**config.mk**
```make
export PLATFORM = sky130hd
export DESIGN_NAME = noc_local_ni_flat
export DESIGN_NICKNAME = d
export VERILOG_FILES = /design/src/rtl/noc_pkg.sv /design/src/rtl/noc_local_ni_if.sv /design/src/rtl/noc_sync_fifo.sv /design/src/rtl/noc_local_ni.sv /design/src/flat_wrapper.sv
export SDC_FILE = /design/constraint.sdc
export NUM_CORES = 1
export LEC_CHECK = 0
export BUFFER_PORTS_ARGS = -buffer_cell sky130_fd_sc_hd__buf_2
export CAP_MARGIN = 10
export CORE_MARGIN = 3
export CORE_UTILIZATION = 53
export DETAILED_ROUTE_END_ITERATION = 8
export PLACE_DENSITY = 0.89
export SETUP_SLACK_MARGIN = 0.02
export SYNTH_ARGS = -nofsm -noshare
export SYNTH_HDL_FRONTEND = slang
export SYNTH_SLANG_ARGS = --single-unit
```
**constraint.sdc**
```tcl
create_clock -name clk -period 2.6 [get_ports clk]
set_clock_uncertainty 0.1 [all_clocks]
set_input_delay 0.65 -clock clk [delete_from_list [all_inputs] [get_ports clk]]
set_output_delay 0.65 -clock clk [all_outputs]
set_load 0.01 [all_outputs]
```
**src/rtl/noc_pkg.sv**
```systemverilog
// Shared NoC definitions: default flit field widths, the flit layout and
// helpers that split a router address into its x/y coordinates.
package noc_pkg;

    localparam int DEF_ADDR_W    = 8;
    localparam int DEF_PAYLOAD_W = 24;
    localparam int DEF_FLIT_W    = DEF_ADDR_W + DEF_PAYLOAD_W;

    typedef struct packed {
        logic [DEF_ADDR_W-1:0]    dest;
        logic [DEF_PAYLOAD_W-1:0] payload;
    } flit_t;

    function automatic logic [DEF_ADDR_W/2-1:0] addr_x(input logic [DEF_ADDR_W-1:0] addr);
        return addr[DEF_ADDR_W/2-1:0];
    endfunction

    function automatic logic [DEF_ADDR_W/2-1:0] addr_y(input logic [DEF_ADDR_W-1:0] addr);
        return addr[DEF_ADDR_W-1:DEF_ADDR_W/2];
    endfunction

endpackage

```
**src/rtl/noc_local_ni_if.sv**
```systemverilog
// Host-side and router-side handshake signals of the local network interface.
// The slave modport is the NI itself; master is the host/router environment.
interface noc_local_ni_if
    import noc_pkg::*;
#(
    parameter int ADDR_W    = DEF_ADDR_W,
    parameter int PAYLOAD_W = DEF_PAYLOAD_W
);
    localparam int FLIT_W = ADDR_W + PAYLOAD_W;

    logic                 tx_valid_i;
    logic                 tx_ready_o;
    logic [ADDR_W-1:0]    tx_dest_i;
    logic [PAYLOAD_W-1:0] tx_data_i;

    logic [FLIT_W-1:0]    local_o;
    logic                 valid_l_o;
    logic                 l_credit_i;

    logic [FLIT_W-1:0]    local_i;
    logic                 valid_l_i;
    logic                 l_credit_o;

    logic                 rx_valid_o;
    logic                 rx_ready_i;
    logic [ADDR_W-1:0]    rx_dest_o;
    logic [PAYLOAD_W-1:0] rx_data_o;

    modport slave (
        input  tx_valid_i, tx_dest_i, tx_data_i, l_credit_i,
               local_i, valid_l_i, rx_ready_i,
        output tx_ready_o, local_o, valid_l_o, l_credit_o,
               rx_valid_o, rx_dest_o, rx_data_o
    );

    modport master (
        output tx_valid_i, tx_dest_i, tx_data_i, l_credit_i,
               local_i, valid_l_i, rx_ready_i,
        input  tx_ready_o, local_o, valid_l_o, l_credit_o,
               rx_valid_o, rx_dest_o, rx_data_o
    );

endinterface

```
**src/rtl/noc_sync_fifo.sv**
```systemverilog
// Show-ahead synchronous FIFO; the head entry is visible on dout while not empty.
// The caller must not push when full (unless popping) nor pop when empty.
module noc_sync_fifo #(
    parameter int WIDTH = 32,
    parameter int DEPTH = 4
) (
    input  logic             clk,
    input  logic             rst,
    input  logic             push,
    input  logic             pop,
    input  logic [WIDTH-1:0] din,
    output logic [WIDTH-1:0] dout,
    output logic             full,
    output logic             empty
);
    localparam int PTR_W = $clog2(DEPTH) + 1;

    logic [WIDTH-1:0] mem [DEPTH];
    logic [PTR_W-1:0] wr_ptr;
    logic [PTR_W-1:0] rd_ptr;

    // The extra pointer MSB distinguishes full from empty when the indices match.
    assign empty = (wr_ptr == rd_ptr);
    assign full  = (wr_ptr[PTR_W-1] != rd_ptr[PTR_W-1]) &&
                   (wr_ptr[PTR_W-2:0] == rd_ptr[PTR_W-2:0]);
    assign dout  = mem[rd_ptr[PTR_W-2:0]];

    always_ff @(posedge clk or negedge rst) begin
        if (!rst) begin
            wr_ptr <= '0;
            rd_ptr <= '0;
        end else begin
            if (push) wr_ptr <= wr_ptr + PTR_W'(1);
            if (pop)  rd_ptr <= rd_ptr + PTR_W'(1);
        end
    end

    always_ff @(posedge clk) begin
        if (push) mem[wr_ptr[PTR_W-2:0]] <= din;
    end

endmodule

```
**src/rtl/noc_local_ni.sv**
```systemverilog
// Local-port network interface: credit-controlled single-flit injection and a
// buffered ejection path. Optional flit counters are built with NOC_NI_STATS_EN.
module noc_local_ni
    import noc_pkg::*;
#(
    parameter int ADDR_W     = DEF_ADDR_W,
    parameter int PAYLOAD_W  = DEF_PAYLOAD_W,
    parameter int TX_CREDITS = 4,
    parameter int RX_DEPTH   = 4
) (
    input  logic              clk,
    input  logic              rst,
    input  logic [ADDR_W-1:0] my_addr_i,
    noc_local_ni_if.slave     ni,
    output logic              overflow_o,
    output logic              misroute_o,
    output logic [15:0]       tx_cnt_o,
    output logic [15:0]       rx_cnt_o
);
    localparam int FLIT_W = ADDR_W + PAYLOAD_W;
    localparam int CRED_W = $clog2(TX_CREDITS + 1);

    logic [CRED_W-1:0] credits;
    logic              tx_hs;
    logic              rx_push;
    logic              rx_pop;
    logic              rx_full;
    logic              rx_empty;
    logic [FLIT_W-1:0] rx_head;

    assign ni.tx_ready_o = (credits != '0);
    assign tx_hs         = ni.tx_valid_i && ni.tx_ready_o;

    // A send and a returned credit in the same cycle cancel; returns beyond the
    // router's buffer depth are spurious and ignored.
    always_ff @(posedge clk or negedge rst) begin
        if (!rst) begin
            credits <= CRED_W'(TX_CREDITS);
        end else if (tx_hs && !ni.l_credit_i) begin
            credits <= credits - CRED_W'(1);
        end else if (!tx_hs && ni.l_credit_i && credits != CRED_W'(TX_CREDITS)) begin
            credits <= credits + CRED_W'(1);
        end
    end

    always_ff @(posedge clk or negedge rst) begin
        if (!rst) begin
            ni.valid_l_o <= 1'b0;
            ni.local_o   <= '0;
        end else begin
            ni.valid_l_o <= tx_hs;
            if (tx_hs) ni.local_o <= {ni.tx_dest_i, ni.tx_data_i};
        end
    end

    // A full FIFO still accepts a flit when the head leaves in the same cycle.
    assign rx_pop  = !rx_empty && ni.rx_ready_i;
    assign rx_push = ni.valid_l_i && (!rx_full || rx_pop);

    noc_sync_fifo #(
        .WIDTH (FLIT_W),
        .DEPTH (RX_DEPTH)
    ) u_rx_fifo (
        .clk   (clk),
        .rst   (rst),
        .push  (rx_push),
        .pop   (rx_pop),
        .din   (ni.local_i),
        .dout  (rx_head),
        .full  (rx_full),
        .empty (rx_empty)
    );

    assign ni.rx_valid_o = !rx_empty;
    assign ni.rx_dest_o  = rx_head[FLIT_W-1 -: ADDR_W];
    assign ni.rx_data_o  = rx_head[PAYLOAD_W-1:0];

    always_ff @(posedge clk or negedge rst) begin
        if (!rst) begin
            ni.l_credit_o <= 1'b0;
            overflow_o    <= 1'b0;
            misroute_o    <= 1'b0;
        end else begin
            ni.l_credit_o <= rx_pop;
            if (ni.valid_l_i && rx_full && !rx_pop) overflow_o <= 1'b1;
            if (rx_push && ni.local_i[FLIT_W-1 -: ADDR_W] != my_addr_i) misroute_o <= 1'b1;
        end
    end

`ifdef NOC_NI_STATS_EN
    always_ff @(posedge clk or negedge rst) begin
        if (!rst) begin
            tx_cnt_o <= '0;
            rx_cnt_o <= '0;
        end else begin
            if (tx_hs)   tx_cnt_o <= tx_cnt_o + 16'd1;
            if (rx_push) rx_cnt_o <= rx_cnt_o + 16'd1;
        end
    end
`else
    assign tx_cnt_o = '0;
    assign rx_cnt_o = '0;
`endif

endmodule

```
**src/flat_wrapper.sv**
```systemverilog
// flat-port wrapper written by rule: the top's interface ports become plain ports
module noc_local_ni_flat import noc_pkg::*;
#(
    parameter int ADDR_W     = DEF_ADDR_W,
    parameter int PAYLOAD_W  = DEF_PAYLOAD_W,
    parameter int TX_CREDITS = 4,
    parameter int RX_DEPTH   = 4
)
  (clk, rst, my_addr_i, overflow_o, misroute_o, tx_cnt_o, rx_cnt_o, ni_tx_valid_i, ni_tx_dest_i, ni_tx_data_i, ni_l_credit_i, ni_local_i, ni_valid_l_i, ni_rx_ready_i, ni_tx_ready_o, ni_local_o, ni_valid_l_o, ni_l_credit_o, ni_rx_valid_o, ni_rx_dest_o, ni_rx_data_o);
  noc_local_ni_if #(.ADDR_W(ADDR_W), .PAYLOAD_W(PAYLOAD_W)) ni_i ();
  input  logic clk;
  input  logic rst;
  input  logic [ADDR_W-1:0] my_addr_i;
  output logic overflow_o;
  output logic misroute_o;
  output logic [15:0] tx_cnt_o;
  output logic [15:0] rx_cnt_o;
  input wire logic [$bits(ni_i.tx_valid_i)-1:0] ni_tx_valid_i;
  input wire logic [$bits(ni_i.tx_dest_i)-1:0] ni_tx_dest_i;
  input wire logic [$bits(ni_i.tx_data_i)-1:0] ni_tx_data_i;
  input wire logic [$bits(ni_i.l_credit_i)-1:0] ni_l_credit_i;
  input wire logic [$bits(ni_i.local_i)-1:0] ni_local_i;
  input wire logic [$bits(ni_i.valid_l_i)-1:0] ni_valid_l_i;
  input wire logic [$bits(ni_i.rx_ready_i)-1:0] ni_rx_ready_i;
  output wire logic [$bits(ni_i.tx_ready_o)-1:0] ni_tx_ready_o;
  output wire logic [$bits(ni_i.local_o)-1:0] ni_local_o;
  output wire logic [$bits(ni_i.valid_l_o)-1:0] ni_valid_l_o;
  output wire logic [$bits(ni_i.l_credit_o)-1:0] ni_l_credit_o;
  output wire logic [$bits(ni_i.rx_valid_o)-1:0] ni_rx_valid_o;
  output wire logic [$bits(ni_i.rx_dest_o)-1:0] ni_rx_dest_o;
  output wire logic [$bits(ni_i.rx_data_o)-1:0] ni_rx_data_o;
  assign ni_i.tx_valid_i = ni_tx_valid_i;
  assign ni_i.tx_dest_i = ni_tx_dest_i;
  assign ni_i.tx_data_i = ni_tx_data_i;
  assign ni_i.l_credit_i = ni_l_credit_i;
  assign ni_i.local_i = ni_local_i;
  assign ni_i.valid_l_i = ni_valid_l_i;
  assign ni_i.rx_ready_i = ni_rx_ready_i;
  assign ni_tx_ready_o = ni_i.tx_ready_o;
  assign ni_local_o = ni_i.local_o;
  assign ni_valid_l_o = ni_i.valid_l_o;
  assign ni_l_credit_o = ni_i.l_credit_o;
  assign ni_rx_valid_o = ni_i.rx_valid_o;
  assign ni_rx_dest_o = ni_i.rx_dest_o;
  assign ni_rx_data_o = ni_i.rx_data_o;
  noc_local_ni #(.ADDR_W(ADDR_W), .PAYLOAD_W(PAYLOAD_W), .TX_CREDITS(TX_CREDITS), .RX_DEPTH(RX_DEPTH)) u_core (.clk(clk), .rst(rst), .my_addr_i(my_addr_i), .ni(ni_i), .overflow_o(overflow_o), .misroute_o(misroute_o), .tx_cnt_o(tx_cnt_o), .rx_cnt_o(rx_cnt_o));
endmodule
```
==> results.ini <==
[status]
run_status=finished clean

[setup_path]
start_kind=flop
worstPathRequired_ns=1.85
worst_path_max_delay_cell=mux4_2
cp-end-kind=output pin
reg2reg_depth=7
critPathBufInv=2
cp_top_family=multiplexers
worstSetupStartpoint=u_core.u_rx_fifo.rd_ptr[0]
crit_fanout=19
cp.arrival_ns=1.78
critical_path_class=flop to output pin
critical-path-max-stage-delay_ns=0.54
rrSetupSlack_ns=0.34
r2r-start=u_core.credits[2]
crit_end=ni_rx_data_o[2]
critical_path_depth=3
worstPathCellList=buf_12 > mux4_2 > buf_6
worst_r2r_endpoint=u_core.credits[2]

[layout]
final_util_pct=66.16
fin_area_um2=8417
area_growth_pct=21.36
diodes=0
drive_above_1_share_pct=50.86
final_nets=597
layout.cells.non_filler=697

[sta]
fin_crit_ns=2.529
finalHoldViolCount=0
setup_viol=0
worst_pin_slew_ns=0.5585
slew_headroom_pct=62.77
period_share_pct=97.29
slew_violations=0
rsz0062_at_grt=true
worst_slack_ns=0.07056
max_freq_mhz=395.3

[place]
place_area_um2=7800
port_buffers=147
preCtsSetupSlack_ns=0.1742
gp_congestion=0.7090
place_inst=664
dpl.hpwl_mm=8.385

[cts]
insertion_delay_ns=0.42
cts_sinks=173
cts_tree=done
cts_max_level=4
clk_pin_slew_ns=0.06
hold_buffers=0
cts_buffers=17
clock_path_buffers=2
root_buffer=clkbuf_16

[floorplan]
ioPinCount=180
die_y_um=120.4
die_x_um=120.4
core_region_area_um2=12720
die-area_um2=14490
num_rows=41
start_util_pct=54.51

[worst_hold_path]
hold_class=input port to async pin

[routing]
drt-total-wl_mm=12.65
drt_pre_antenna_iters=4
vias=3590
wl_per_cell_um=18.15
vias_per_cell=5.151
ant_nets=0
drc=0
drtIter0Drc=126

[synthesis]
synth_area_leaders=edfxtp_1 (55%), dfrtp_1 (16%), mux4_2 (10%), mux2_2 (5.4%), buf_4 (3.6%)
synth-simple-area-share_pct=1.912
synth-adder-area-share_pct=1.191
synth-seq-area-share_pct=71.68
synth_top_family_by_area=multiplexers
synthArstFlopShare_pct=26.01
synth.area.mux_share_pct=15.89
syn_area_um2=6935
synth.yosys.warnings=0
synth_xor_area_share_pct=2.598
avgSynthCellArea_um2=19.87
synth-compound-area-share_pct=1.533
yosys.area.top_type=edfxtp_1
synth_edf_count=128
synth_most_common_cell=edfxtp_1
ys_ff_latch=173
ys_types=39
synth_common_cells=edfxtp_1 (128), dfrtp_1 (44), buf_4 (33), mux2_2 (33), mux4_2 (32)
syn_inst=349
synth_top_flop_cell=edfxtp_1
synth_top_area_share_pct=55.42

[global_routing]
grt_max_degree=34
grt.overflow.total=0
grt_pass1_wl_mm=19.80
antenna_found_initial=1
grt_pass1_vias=3830
grt_usage_pct=18.36

[power]
p_leak_uw=0.003277
ir_worst_vdd_mv=0.6410
power_density_nw_per_um2=1122

[job]
maxCapViolations=0

## layout make-up
cell class              instances  area [µm²]
clock buffers                  17       425.4
clock inverters                14       96.34
fillers                       879        4305
inverters                       8       30.03
multi-input cells             155        1739
flip-flops and latches        173        4976
well taps                     172       215.2
repair buffers                158       934.6
## cells in the final DEF (no fill, tap or decap), types with 5 or more instances in the layout
cell type / Yosys / routed
buf_2: 4 / 137
buf_4: 33 / 6
buf_6: 3 / 11
clkbuf_16: 0 / 17
clkinv_2: 0 / 5
conb_1: 1 / 32
dfrtp_1: 44 / 42
edfxtp_1: 128 / 128
ha_1: 5 / 5
inv_1: 8 / 8
mux2_2: 33 / 33
mux4_2: 32 / 32
xnor2_1: 12 / 12
## routing by layer
layer | share of wire [%] | global-route usage (%) | vias to the layer above
met4 | 2.0 | 8.144 | 0
met3 | 5.4 | 5.379 | 19
met2 | 55 | 32.10 | 128
li1 | - | - | 1605
met5 | 0 | 0 | -
met1 | 38 | 20.99 | 1838
## metrics by stage
| step | TNS, ns | power [µW] | hold slack (ns) |
|---|---|---|---|
| floorplan | 0 | 6009 | 0.2544 |
| finish | 0 | 9447 | 0.1159 |
| CTS | 0 | 9387 | 0.1210 |
| global placement | 0 | 6988 | 0.3514 |
| global route | -0.04855 | 9960 | 0.1428 |
| detailed placement | 0 | 7116 | 0.3546 |
## worst min path at each step
stage	startpoint	end	slack [ns]	cells after the start
5_1_grt	rst	u_core.ni.local_o[25]	0.14	1
6_report	rst	u_core.ni.local_o[25]	0.12	1
3_5_place_dp	u_core.misroute_o	u_core.misroute_o	0.35	1
4_1_cts	rst	u_core.ni.local_o[25]	0.12	1
3_3_place_gp	u_core.misroute_o	u_core.misroute_o	0.35	1
2_1_floorplan	rst	u_core.credits[0]	0.25	0
## state kept, by name, summed over array words and instances, names as in the netlist
signal and count:
u_core.misroute_o 1, u_core.ni.l_credit_o 1, u_core.u_rx_fifo.mem 128, u_core.credits 3, u_core.u_rx_fifo.rd_ptr 3, u_core.u_rx_fifo.wr_ptr 3
u_core.overflow_o 1, u_core.ni.valid_l_o 1, u_core.ni.local_o 32
## what timing repair did
item                       CTS  global route
setup endpoints to repair   27            16
gates resized for setup      1            13
setup buffers                2             0
## worst register-to-register path: stages (launching register included)
cell      delay [ns]
dfstp_2         0.57
or3_4           0.17
nand2_8         0.05
or2_2           0.28
fa_1            0.38
nand2b_1        0.20
o211ai_1        0.22
o311ai_0        0.19
## report_power, final
| group | internal, µW | leakage [µW] | total, µW | switching [µW] |
|---|---|---|---|---|
| Sequential | 3720 | 0.00169 | 4000 | 290 |
| Clock | 1210 | 0.000251 | 2210 | 995 |
| Combinational | 1620 | 0.00133 | 3230 | 1620 |
| Total | 6550 | 0.00328 | 9450 | 2900 |
## logic make-up after synthesis
family          count (synthesis)
mux                            66
compound gates                 13
buf+inv                        52
fa+ha+maj                       6
simple gates                   20
xor+xnor                       18
flops                         173
other cells                     1
No activity file was read; power rests on OpenSTA's default activity.
